[src/rtl/fifo_ctrl_mm.sv]
// Pointer/flag controller that runs an 8x10 dual-pointer memory as a FIFO.
// Define FIFO_FULL_RW_EN to allow a simultaneous write+read while full.
module fifo_ctrl_mm #(
   parameter int MEM_SIZE  = 8,
   parameter int WORD_SIZE = 10,
   parameter int PTR       = 3
) (
   input  logic                 clk,
   input  logic                 reset,
   input  logic                 init,
   input  logic [PTR:0]         th_af,
   input  logic [PTR:0]         th_ae,
   input  logic                 fifo_wr,
   input  logic                 fifo_rd,
   input  logic [WORD_SIZE-1:0] data_in,
   output logic [WORD_SIZE-1:0] data_in_MM,
   output logic                 push,
   output logic                 pop,
   output logic [PTR-1:0]       wr_ptr,
   output logic [PTR-1:0]       rd_ptr,
   output logic                 valid_out,
   output logic [PTR:0]         fifo_count,
   output logic                 full,
   output logic                 empty,
   output logic                 almost_full,
   output logic                 almost_empty,
   output logic                 error,
   output logic [1:0]           state
);

   typedef enum logic [1:0] {
      S_INIT   = 2'd0,
      S_IDLE   = 2'd1,
      S_ACTIVE = 2'd2,
      S_ERROR  = 2'd3
   } state_t;

   localparam logic [PTR:0] FULL_CNT = (PTR+1)'(MEM_SIZE);

   state_t       state_q;
   state_t       state_d;
   logic [PTR:0] count_d;
   logic [PTR:0] th_af_reg;
   logic [PTR:0] th_ae_reg;
   logic         active;
   logic         overflow;
   logic         underflow;

   assign state        = state_q;
   assign data_in_MM   = data_in;
   assign full         = (fifo_count == FULL_CNT);
   assign empty        = (fifo_count == '0);
   assign almost_full  = (fifo_count >= th_af_reg);
   assign almost_empty = (fifo_count <= th_ae_reg);
   assign active       = (state_q == S_IDLE) || (state_q == S_ACTIVE);

   // State register.
   // NOTE: sequential state uses non-blocking (<=) so every flop samples pre-edge values.
   always_ff @(posedge clk or posedge reset) begin
      if (reset) state_q <= S_INIT;
      else       state_q <= state_d;
   end

   // Output logic: memory strobes and error detection.
   // NOTE: every output gets a default first so no path through the block infers a latch.
   always_comb begin
      push      = 1'b0;
      pop       = 1'b0;
      overflow  = 1'b0;
      underflow = 1'b0;
      if (active) begin
         pop       = fifo_rd & ~empty;
         underflow = fifo_rd & empty;
`ifdef FIFO_FULL_RW_EN
         // A read in the same cycle frees the slot the write lands in.
         push      = fifo_wr & (~full | fifo_rd);
         overflow  = fifo_wr & full & ~fifo_rd;
`else
         push      = fifo_wr & ~full;
         overflow  = fifo_wr & full;
`endif
      end
   end

   // Next-state logic.
   always_comb begin
      count_d = fifo_count;
      if (push && !pop)      count_d = fifo_count + 1'b1;
      else if (pop && !push) count_d = fifo_count - 1'b1;

      state_d = state_q;
      case (state_q)
         S_INIT:           state_d = S_IDLE;
         S_IDLE, S_ACTIVE: begin
            if (overflow || underflow) state_d = S_ERROR;
            else if (count_d != '0)    state_d = S_ACTIVE;
            else                       state_d = S_IDLE;
         end
         default:          state_d = S_ERROR;
      endcase
      if (init) state_d = S_INIT;
   end

   // Pointers, occupancy, thresholds and the sticky error flag.
   always_ff @(posedge clk or posedge reset) begin
      if (reset) begin
         wr_ptr     <= '0;
         rd_ptr     <= '0;
         fifo_count <= '0;
         valid_out  <= 1'b0;
         error      <= 1'b0;
         th_af_reg  <= FULL_CNT - 1'b1;
         th_ae_reg  <= (PTR+1)'(1);
      end else begin
         valid_out <= pop;
         if (init) begin
            wr_ptr     <= '0;
            rd_ptr     <= '0;
            fifo_count <= '0;
            error      <= 1'b0;
            th_af_reg  <= th_af;
            th_ae_reg  <= th_ae;
         end else begin
            if (push) wr_ptr <= wr_ptr + 1'b1;
            if (pop)  rd_ptr <= rd_ptr + 1'b1;
            fifo_count <= count_d;
            if (overflow || underflow) error <= 1'b1;
         end
      end
   end

endmodule

[config.mk]
export PLATFORM = sky130hd
export DESIGN_NAME = fifo_ctrl_mm
export DESIGN_NICKNAME = d
export VERILOG_FILES = /design/src/rtl/fifo_ctrl_mm.sv
export SDC_FILE = /design/constraint.sdc
export NUM_CORES = 1
export LEC_CHECK = 0
export ABC_AREA = 1
export BUFFER_PORTS_ARGS = -buffer_cell sky130_fd_sc_hd__buf_2
export CAP_MARGIN = 25
export CORE_MARGIN = 4
export CORE_UTILIZATION = 53
export DETAILED_ROUTE_END_ITERATION = 12
export PLACE_DENSITY = 0.95
export SYNTH_ARGS = -nofsm -noshare
export SYNTH_HDL_FRONTEND = slang
export SYNTH_SLANG_ARGS = --single-unit
[constraint.sdc]
create_clock -name clk -period 2.8 [get_ports clk]
set_input_delay 0.14 -clock clk [delete_from_list [all_inputs] [get_ports clk]]
set_output_delay 0.14 -clock clk [all_outputs]
set_load 0.005 [all_outputs]
# Word level (Yosys, flattened, before mapping)

Cells that the tools add are included.

Bitwise logic cells: 6
Add/sub/neg operators: 4
Reductions and logical operators: 13
Muxes and demuxes: 17
Eq/ne operators: 3
Magnitude comparators: 2

Operators by type and width:

| operator                                                           | number |
|---|---|
| 3-bit two-way mux                                                  | 4 |
| 4-bit two-way mux                                                  | 3 |
| 3-bit by 1-bit adder with 3-bit output, second input constant      | 2 |
| 1-bit two-way mux                                                  | 6 |
| 2-bit two-way mux                                                  | 3 |
| 2-bit nonzero test                                                 | 3 |
| 4-bit by 1-bit adder with 4-bit output, second input constant      | 1 |
| 1-bit bitwise AND                                                  | 4 |
| 4-bit == test, second input constant                               | 1 |
| 4-bit greater-or-equal comparator                                  | 1 |
| 4-bit less-or-equal comparator                                     | 1 |
| 4-bit zero test                                                    | 1 |
| 2-bit case mux with 2 select lines                                 | 1 |
| 4-bit nonzero test                                                 | 1 |
| 4-bit by 1-bit subtractor with 4-bit output, second input constant | 1 |
| 2-bit by 1-bit == test with 1-bit output, second input constant    | 1 |
| 2-bit == test, second input constant                               | 1 |
| 1-bit logical AND                                                  | 2 |
| 1-bit zero test                                                    | 2 |
| 2-bit zero test                                                    | 1 |
| 1-bit logical OR                                                   | 2 |
| 1-bit NOT                                                          | 2 |
| 2-bit OR reduction                                                 | 1 |

Output and inout port bits: 30
Logic and storage cells: 53
Flip-flop bits (word level): 22

# Longest topological paths before layout

Gate-level depths: netlist (run 1).

Word-level depth: 13
Mapped depth: 15
Mapped depth without buffers: 15

# Worst setup path after synthesis (run 1)

OpenSTA, ideal clock, no wires.

Path kind: reg2reg
Start: reg fifo_count[0]
End: reg state_q[0], in the netlist state[0]
Stages on the path, launching flop included: 15
Arrival: 1702 ps
Slack: 1024 ps
Data required time: 2726 ps
Library setup time: 74 ps
Period minus slack after synthesis: 1776 ps
Cell sequence: dfrtp_1 > inv_1 > ha_1 > nand3_2 > nand2_4 > inv_6 > nand2_4 > nand2_2 > nand2_2 > nand2_2 > nor2_2 > nand3_2 > nand2_1 > nand2_1 > a21oi_2

Longest elaborated chain between the ends: 13
Elaborated cells between the ends (all ways): 26

RTL lines:

| element                              | RTL line | source |
|---|---|---|
| start: declaration                   | 22       | `output logic [PTR:0] fifo_count,` |
| start signal: assignment             | 126      | `fifo_count <= count_d;` |
| 4-bit == test *                      | 51       | `assign full = (fifo_count == FULL_CNT);` |
| 1-bit NOT *                          | 79       | `push = fifo_wr & ~full;` |
| 1-bit bitwise AND *                  | 79       |  |
| 1-bit two-way mux *                  | 71       | `if (active) begin` |
| via push                             | 17       | `output logic push,` |
| 1-bit zero test                      | 89       | `else if (pop && !push) count_d = fifo_count - 1'b1;` |
| 1-bit logical AND                    | 89       |  |
| 4-bit two-way mux                    | 89       |  |
| 4-bit two-way mux *                  | 88       | `if (push && !pop) count_d = fifo_count + 1'b1;` |
| 4-bit nonzero test *                 | 96       | `else if (count_d != '0) state_d = S_ACTIVE;` |
| 2-bit two-way mux *                  | 96       |  |
| 2-bit two-way mux *                  | 95       | `if (overflow \|\| underflow) state_d = S_ERROR;` |
| 2-bit case mux with 2 select lines * | 92       | `case (state_q)` |
| 2-bit two-way mux *                  | 101      | `if (init) state_d = S_INIT;` |
| via state_d[0]                       | 41       | `state_t state_d;` |
| end signal: assignment               | 61       | `else state_q <= state_d;` |
| end: declaration                     | 40       | `state_t state_q;` |

The timed path passes the listed nets; every way through them passes the cells marked *.
A chain may end at the register's enable or synchronous reset.

# Worst setup path in the final report (run 1)

Start: reg fifo_count[0]
End: reg state_q[0], in the netlist state[0]

Longest elaborated chain between the ends: 13
Elaborated cells between the ends (all ways): 26

RTL lines:

| element                              | RTL line |
|---|---|
| 4-bit == test                        | 51 |
| 1-bit NOT                            | 79 |
| 1-bit bitwise AND                    | 79 |
| 1-bit two-way mux                    | 71 |
| 1-bit zero test                      | 89 |
| 1-bit logical AND                    | 89 |
| 4-bit two-way mux                    | 89 |
| 4-bit two-way mux                    | 88 |
| 4-bit nonzero test                   | 96 |
| 2-bit two-way mux                    | 96 |
| 2-bit two-way mux *                  | 95 |
| 2-bit case mux with 2 select lines * | 92 |
| 2-bit two-way mux *                  | 101 |
| via state_d[0]                       | 41 |

Marked as above.

==> flow_summary.ini, run 1 <==
[cells_and_area]
syn_to_final_growth_pct = 9.59
layout_commonest_cell = nand2_1
multiInputGateArea_um2 = 679
n_antenna_cell = 0
register_area_um2 = 556
drive_above_1_share_pct = 27.6
nets = 238
layout_common_cells = nand2_1, buf_2, inv_1
nFillCells = 238

[detailed_routing]
routedWlPerCell_um = 12.1
drt_wl_total_um = 2780
drtIter0Drc = 44
dr.pass1.iters = 5
drc = 0
vias = 1162
viasPerCell = 5.07
drtAntennaViolNets = 0

[global_routing]
grt_usage_pct = 17.6
grt_max_degree = 24
grt_pass1_vias = 1086
antenna_found_initial = 0
grt_pass1_wl_um = 4800
grt-ovfl-total = 0

[setup_path]
critPathArrivalTime_ns = 2.32
r2r-end = state[0]
endpoint_kind = flop
reg2regPathDepth = 14
cp-start-kind = flop
crit_fanout = 9
r2r_slack_ns = 0.72
required_ns = 3.03
worst-setup-path-type = flop to flop
reg2reg_from = fifo_count[0]

[cts]
clkLatencyLatePin_ns = 0.31
numCtsBuffers = 3
post_cts_buffers = 0
cts.htree.levels = 1
postCtsHoldBufs = 0
clockBufferDepth = 2
ctsResizeCount = 0
clock_sinks = 22
clkTransAtPathRegs_ns = 0.12
root_buffer = clkbuf_4
cts_tree = done

[timing]
tightest_slew_ns = 0.829
drv_slew = 0
setup_viol = 0
whs_ns = -0.0235
finalHoldViolCount = 18
min_period_ns = 2.08
relSlewSlack_pct = 44.7
fmax_mhz = 480
timing.final.crit_share_pct = 74.4
rsz0062_at_grt = no
skew_ns = 0.0127
setup-tns-final_ns = 0

[floorplan]
die_w_um = 60.0
fp-row-count = 18
die_h_um = 60.0
core_area_um2 = 2520
pin_count = 53
initial_core_util_pct = 56.9
die_area_um2 = 3600

[logic_synthesis]
yosys.area.top_type = dfrtp_1
ys_ff_latch = 22
synthTopCellsByArea = dfrtp_1, ha_1, nand2_1
synth_top_area_share_pct = 31.4
ys_seq_area_share_pct = 38.7
synth.distinct_cells = 26
yosysWarnings = 0
syn_avg_cell_area_um2 = 8.15
netlist_instances = 176
netlist_area_um2 = 1440
syn_nets = 213

[power]
peakVddDrop_mv = 0.595
powerDensity_nw_per_um2 = 850
p_seq_share_pct = 34.2
power.leakage_uw = 0.000923
p_comb_share_pct = 55.3
internal_power_uw = 731
switchingPower_uw = 606
swShare_pct = 45.3
power_frac_clock_pct = 10.5

[outcome]
violations = negative hold slack
status = complete, but fails checks

[placed_design]
io_buffers = 32
dp_hpwl_um = 2070
routabilityCongestion = 0.826

[worst_hold_path]
worstHoldPathType = input port to asynchronous set/reset pin

[flow_run]
drv_cap = 0
-- cell usage after synthesis --
master     n
o21ai_1    1
o21bai_1   1
clkbuf_1   2
inv_6      1
nor2_2     2
o22ai_1    1
nand2_1   37
nand2_2    4
nand4_1    1
o21ai_0   12
nand3b_1   2
a21oi_2    1
inv_1     28
dfrtp_1   18
nand3_2    3
a21oi_1   11
nor2_1     7
nor3_1     1
dfstp_2    4
a21oi_4    1
o211ai_1   1
nand2_4    3
inv_2      1
buf_4     10
nand3_1    9
ha_1      14
-- per-stage QoR --
step	total power [uW]	instances	cell area (um^2)	util [%]	worst slack [ns]
after CTS	1350	229	1570	62.4	0.734
after global placement	1180	226	1550	61.5	0.804
final	1340	229	1570	62.4	0.717
after floorplan	1000	176	1440	-	1.02
after global routing	1470	229	1570	62.4	0.549
after detailed placement	1200	226	1550	61.5	0.794
-- area by class of cell --
cell class / count / area share, %
Clock buffer: 3 / 1.43
Inverter: 30 / 7.48
Multi-Input combinational cell: 112 / 43.2
Sequential cell: 22 / 35.3
Tap cell: 30 / 2.39
Timing Repair Buffer: 32 / 10.2
-- power by group through the flow --
| stage | Combinational, uW | Clock (uW) | Sequential, uW |
|---|---|---|---|
| after floorplan | 546 | 0 | 455 |
| after global placement | 719 | 0 | 458 |
| after detailed placement | 739 | 0 | 462 |
| after CTS | 745 | 146 | 457 |
| after global routing | 849 | 156 | 468 |
| final | 740 | 141 | 457 |
-- layer usage --
metal	wire length [um]	GRT usage, %	part of all wire, %
met1	1220	21.9	44
met2	1370	30.7	49
met3	166	4.10	6.0
met4	25	4.11	0.90
met5	0	0	0
-- critical path, cell delays in order (launching register included) --
cell and delay [ns]:
dfrtp_1 0.47, inv_1 0.17, ha_1 0.32, nand3_2 0.16, nand2_4 0.14, inv_6 0.06
nand2_4 0.08, nand2_2 0.05, nand2_2 0.08, nand2_2 0.05, nor2_2 0.11, nand3_2 0.08
nand2_1 0.07, nand2_1 0.06, a21oi_2 0.11
-- worst max-delay path by stage --
stage | endpoint | cells after the start | from | slack (ns)
2_1_floorplan | state[0] | 14 | fifo_count[0] | 1.02
3_3_place_gp | state[1] | 13 | fifo_count[0] | 0.80
5_1_grt | state[1] | 11 | fifo_count[0] | 0.55
4_1_cts | state[0] | 14 | fifo_count[0] | 0.73
3_5_place_dp | state[0] | 14 | fifo_count[0] | 0.79
6_report | state[0] | 14 | fifo_count[0] | 0.72
-- logic make-up (layout without fill, tap and decap cells) --
family,Yosys count,count (layout),share of synthesized area (%)
buffers and inverters,42,65,13.9
AO/OA/AOI/OAI,29,29,11.6
adder cells (fa/ha/maj),14,14,12.2
flip-flops,22,22,38.7
AND/OR/NAND/NOR,69,69,23.5
(Power assumes the default switching activity.)
==> run 2: changes to the inputs <==
--- a/config.mk
+++ b/config.mk
@@ -9,9 +9,9 @@
 export BUFFER_PORTS_ARGS = -buffer_cell sky130_fd_sc_hd__buf_2
 export CAP_MARGIN = 25
 export CORE_MARGIN = 4
-export CORE_UTILIZATION = 53
+export CORE_UTILIZATION = 49
 export DETAILED_ROUTE_END_ITERATION = 12
-export PLACE_DENSITY = 0.95
+export PLACE_DENSITY = 0.89
 export SYNTH_ARGS = -nofsm -noshare
 export SYNTH_HDL_FRONTEND = slang
 export SYNTH_SLANG_ARGS = --single-unit
==> constraint.sdc (replaced) <==
create_clock -name clk -period 2.05 [get_ports clk]
set_input_delay 0.1025 -clock clk [delete_from_list [all_inputs] [get_ports clk]]
set_output_delay 0.1025 -clock clk [all_outputs]
set_load 0.005 [all_outputs]
==> flow_summary.ini, run 2 (synthesis results as in run 1) <==
[detailed_routing]
met2_length_um = 1490
drtIter0Drc = 84
route.met3.wl_um = 225
vias = 1236
drc = 0
wl_met1_um = 1360
drt_wl_total_um = 3150
top_layer_used = met4
routedWlPerCell_um = 13.0
drtAntennaViolNets = 0
viasPerCell = 5.09
dr.pass1.iters = 4

[power]
internal_power_uw = 1050
swShare_pct = 45.1
powerDensity_nw_per_um2 = 1140
power.leakage_uw = 0.000979
power_frac_clock_pct = 11.0
peakVddDrop_mv = 0.810
switchingPower_uw = 863
p_seq_share_pct = 31.2
p_comb_share_pct = 57.9

[setup_path]
worst-setup-path-type = flop to flop
cp_common_cell = nand2_2
endpoint_kind = flop
crit_fanout = 9
max_stage_delay_ns = 0.39
critPathArrivalTime_ns = 2.13
required_ns = 2.30
crit_slowest_cell = dfrtp_1
cp-start-kind = flop
worstPathCellList = inv_1 -> ha_1 -> nand3_2 -> nand2_4 -> inv_6 -> nand2_4 -> nand2_2 -> nand2_2 -> nand2_2 -> nor2_2 -> nand3_2 -> nand2_1 -> nand2_1 -> a21oi_2

[floorplan]
core_area_um2 = 2780
die_area_um2 = 3860
fp-row-count = 19
initial_core_util_pct = 51.6
die_w_um = 62.1
pin_count = 53
die_h_um = 62.1

[cells_and_area]
drive_above_1_share_pct = 28.3
post-route-util_pct = 60.6
syn_to_final_growth_pct = 17.4
n_antenna_cell = 0
layoutNonFillerInstCount = 243
layout_common_cells = nand2_1, buf_2, inv_1
nets = 250
nFillCells = 246
layout_commonest_cell = nand2_1

[cts]
clkLatencyLatePin_ns = 0.32
clock_sinks = 22
numCtsBuffers = 3
ctsResizeCount = 0
cts_tree = done
clockBufferDepth = 2
clkTransAtPathRegs_ns = 0.11
root_buffer = clkbuf_4
cts.htree.levels = 1

[placed_design]
pre_cts_slack_ns = 0.147
dp_hpwl_um = 2200
dpl.cell_count = 231
io_buffers = 32
routabilityCongestion = 0.761

[timing]
tightest_slew_ns = 0.831
fmax_mhz = 532
relSlewSlack_pct = 44.5
setup_viol = 0
whs_ns = 0.00241
timing.final.ws_setup_ns = 0.171
rsz0062_at_grt = no
timing.final.crit_share_pct = 91.6
skew_ns = 0.00729
finalHoldViolCount = 0
min_period_ns = 1.88
drv_slew = 0
setup-tns-final_ns = 0

[global_routing]
grt_usage_pct = 17.1
antenna_found_initial = 0
grt_max_degree = 24
grt-ovfl-total = 0
grt_pass1_wl_um = 5400
grt_pass1_vias = 1170

[worst_hold_path]
worstHoldPathType = input port to flop

[outcome]
status = finished clean

[flow_run]
drv_cap = 0
run 2: cell types whose count changed in the layout (fill, tap and decap cells not counted):
cell	previous run	this run
buf_4	0	5
clkbuf_1	0	1
dlygate4sd3_1	0	7
run 2: timing repair:
| item | 4_1_cts | 5_1_grt |
|---|---|---|
| hold endpoints to repair | 24 | 0 |
| setup endpoints to repair | 0 | 2 |
| hold buffers | 7 | 0 |
| buffers inserted | 0 | 1 |
run 2: layer usage:
layer,track usage (%),up-vias
met1,22.6,560
met2,25.8,41
met4,8.94,0
met3,3.78,8
li1,-,627
met5,0,-
run 2: critical path, delay by kind of cell (launching register included):
family | cells | cell delay (ns)
fa+ha+maj | 1 | 0.31
buf+inv | 2 | 0.14
compound gates | 1 | 0.10
simple gates | 10 | 0.88
flops | 1 | 0.39
run 2: layout make-up:
cell class                 count  area, um^2  share of cell area [%]
inverter                      30         118                    6.98
multi-input combinational    112         679                    40.3
tap                           31        38.8                    2.30
clock buffer                   4        26.3                    1.56
timing repair buffer          44         268                    15.9
sequential                    22         556                    33.0
run 2: path summary, 6_finish.rpt:
check	slack, ns	depth (start not counted)	to	startpoint
hold reg to reg	0.47	1	wr_ptr[2]	wr_ptr[2]
setup reg to reg	0.17	14	state[0]	fifo_count[0]
hold / removal	0.002	3	th_af_reg[1]	th_af[1]
setup / recovery	0.17	14	state[0]	fifo_count[0]
min in group asynchronous	0.47	3	error	reset
max in group asynchronous	1.06	3	fifo_count[0]	reset
run 2: power groups by stage:
stage	combinational (uW)	clock, uW	sequential, uW
floorplan	745	0	622
global placement	1050	0	601
detailed placement	1080	0	607
CTS	1100	216	598
global route	1250	237	608
finish	1110	210	597
run 2: metrics by stage:
stage | instance area (um^2) | power, uW
floorplan | 1440 | 1370
global route | 1690 | 2100
detailed placement | 1580 | 1690
CTS | 1680 | 1910
finish | 1690 | 1910
global placement | 1580 | 1650
==> run 3: changes to the inputs <==
--- a/config.mk
+++ b/config.mk
@@ -5,11 +5,13 @@
 export SDC_FILE = /design/constraint.sdc
 export NUM_CORES = 1
 export LEC_CHECK = 0
-export ABC_AREA = 1
+export ABC_AREA = 0
 export BUFFER_PORTS_ARGS = -buffer_cell sky130_fd_sc_hd__buf_2
 export CAP_MARGIN = 25
+export CELL_PAD_IN_SITES_DETAIL_PLACEMENT = 1
+export CELL_PAD_IN_SITES_GLOBAL_PLACEMENT = 1
 export CORE_MARGIN = 4
-export CORE_UTILIZATION = 49
+export CORE_UTILIZATION = 36
 export DETAILED_ROUTE_END_ITERATION = 12
 export PLACE_DENSITY = 0.89
 export SYNTH_ARGS = -nofsm -noshare
==> flow_summary.ini, run 3 <==
[outcome]
status = complete, but fails checks
violations = negative hold slack, negative setup slack

[setup_path]
worst-setup-path-type = flop to flop
critPathArrivalTime_ns = 2.22
required_ns = 2.19
endpoint_kind = flop
cp-start-kind = flop
crit_fanout = 2

[timing]
timing.final.ws_setup_ns = -0.0305
setup_viol = 2
setup-tns-final_ns = -0.0328
relSlewSlack_pct = 45.3
skew_ns = 0.00477
finalHoldViolCount = 18
fmax_mhz = 481
rsz0062_at_grt = yes
tightest_slew_ns = 0.820
drv_slew = 0
timing.final.crit_share_pct = 101
whs_ns = -0.0186
min_period_ns = 2.08

[cts]
root_buffer = clkbuf_8
clkLatencyLatePin_ns = 0.27
clock_sinks = 22
clockBufferDepth = 2
cts.htree.levels = 1
postCtsHoldBufs = 0
cts_tree = done
numCtsBuffers = 3
clkTransAtPathRegs_ns = 0.08

[cells_and_area]
layout_commonest_cell = buf_2
drive_above_1_share_pct = 41.9
nets = 229
syn_to_final_growth_pct = 25.4
layout_common_cells = buf_2, buf_4, dfrtp_1
n_antenna_cell = 0

[power]
internal_power_uw = 1460
powerDensity_nw_per_um2 = 1350
power_frac_clock_pct = 11.9
swShare_pct = 39.7
p_seq_share_pct = 24.1
p_comb_share_pct = 64.0
power.leakage_uw = 0.000912
switchingPower_uw = 963
power_uw = 2430
peakVddDrop_mv = 0.539

[global_routing]
grt_usage_pct = 14.9
antenna_found_initial = 0
grt_pass1_wl_um = 6130
grt_max_degree = 23
grt-ovfl-total = 0
grt_pass1_vias = 1309

[placed_design]
dp_hpwl_um = 2670
io_buffers = 32
routabilityCongestion = 0.805
pre_cts_slack_ns = -0.0687

[logic_synthesis]
ys_top_cells_by_count = dfrtp_1, inv_1, ha_1, nand2_1
synthTopCellsByArea = dfrtp_1, ha_1, dfstp_2
synth_compound_area_share_pct = 12.6
yosysWarnings = 0
synthSimpleGateAreaFrac_pct = 16.1
synth.distinct_cells = 39
synth_top_family_by_area = simple AND/OR/NAND/NOR gates
synthMuxAreaShare_pct = 4.62
syn_nets = 186
synth_most_common_cell = dfrtp_1
synth-xor-area-share_pct = 3.66
ys.flop_type = dfrtp_1
ys_seq_area_share_pct = 38.7
yosys.area.top_type = dfrtp_1
synthAdderAreaFrac_pct = 12.2
ys_ff_latch = 22
synth_top_area_share_pct = 31.4
netlist_area_um2 = 1440
syn_avg_cell_area_um2 = 9.63
netlist_instances = 149
synth-async-reset-ratio_pct = 100
synth_edf_count = 0

[detailed_routing]
drc = 0
drtIter0Drc = 14
viasPerCell = 5.02
vias = 1200
drt_wl_total_um = 3570
drtAntennaViolNets = 0
dr.pass1.iters = 4
routedWlPerCell_um = 14.9

[floorplan]
die_h_um = 71.1
initial_core_util_pct = 38.3
die_w_um = 71.1
core_area_um2 = 3740
fp-row-count = 22
pin_count = 53
die_area_um2 = 5060

[worst_hold_path]
worstHoldPathType = input port to asynchronous set/reset pin

[flow_run]
drv_cap = 0
-- run 3: critical path, cell delays in order, from the launching register on --
cell and delay (ns):
dfrtp_1 0.40, inv_2 0.08, ha_4 0.13, or3b_4 0.39, nand3_4 0.09, inv_6 0.03
mux4_2 0.43, a311oi_2 0.23, a41oi_1 0.15
-- run 3: worst paths after layout --
kind	from	endpoint	slack [ns]	cells after the start
max	fifo_count[0]	state[1]	-0.03	8
min	reset	wr_ptr[2]	-0.02	2
max reg2reg	fifo_count[0]	state[1]	-0.03	8
min reg2reg	th_af_reg[1]	th_af_reg[1]	0.50	2
max in group asynchronous	reset	fifo_count[1]	1.51	2
min in group clk	th_af[1]	th_af_reg[1]	0.04	3
-- run 3: per-layer routing --
metal | GRT usage [%] | vias to the layer above | part of all wire, %
met5 | 0 | - | 0
met3 | 3.55 | 7 | 4.9
met1 | 17.6 | 588 | 43
met4 | 4.80 | 0 | 1.4
li1 | - | 581 | -
met2 | 26.4 | 24 | 50
-- run 3: layout make-up --
cell class / count / area (um^2)
tap: 48 / 60.1
sequential: 22 / 557
inverter: 16 / 65.1
timing repair buffer: 53 / 318
clock buffer: 4 / 45.0
fill: 466 / 1940
multi-input combinational: 96 / 754
-- run 3: power groups by stage --
stage / logic (uW) / registers, uW / clock network (uW)
final: 1550 / 585 / 288
after global placement: 1380 / 587 / 0
after floorplan: 854 / 628 / 0
after global routing: 1730 / 594 / 323
after CTS: 1470 / 586 / 298
after detailed placement: 1450 / 591 / 0
-- run 3: logic make-up (layout without fill, tap and decap cells) --
| kind of cell | count (synthesis) | after routing |
|---|---|---|
| AND/OR/NAND/NOR | 43 | 43 |
| multiplexers | 5 | 5 |
| buffers and inverters | 31 | 73 |
| AO/OA/AOI/OAI | 28 | 28 |
| XOR/XNOR | 6 | 6 |
| flip-flops | 22 | 22 |
| adder cells (fa/ha/maj) | 14 | 14 |
-- run 3: per-stage QoR --
step	hold WS (ns)	instances	cell area [um^2]	utilization, %
finish	-0.0186	239	1800	48.1
floorplan	0.0887	149	1450	-
global route	0.0496	239	1800	48.1
detailed placement	0.205	233	1700	45.5
global placement	0.205	233	1700	45.5
CTS	0.0290	237	1750	46.8
-- run 3: repair_timing --
action | in CTS | in global routing
resized for setup | 2 | 7
buffers inserted | 0 | 2
pin swaps | 0 | 1
endpoints found under the setup margin | 3 | 7
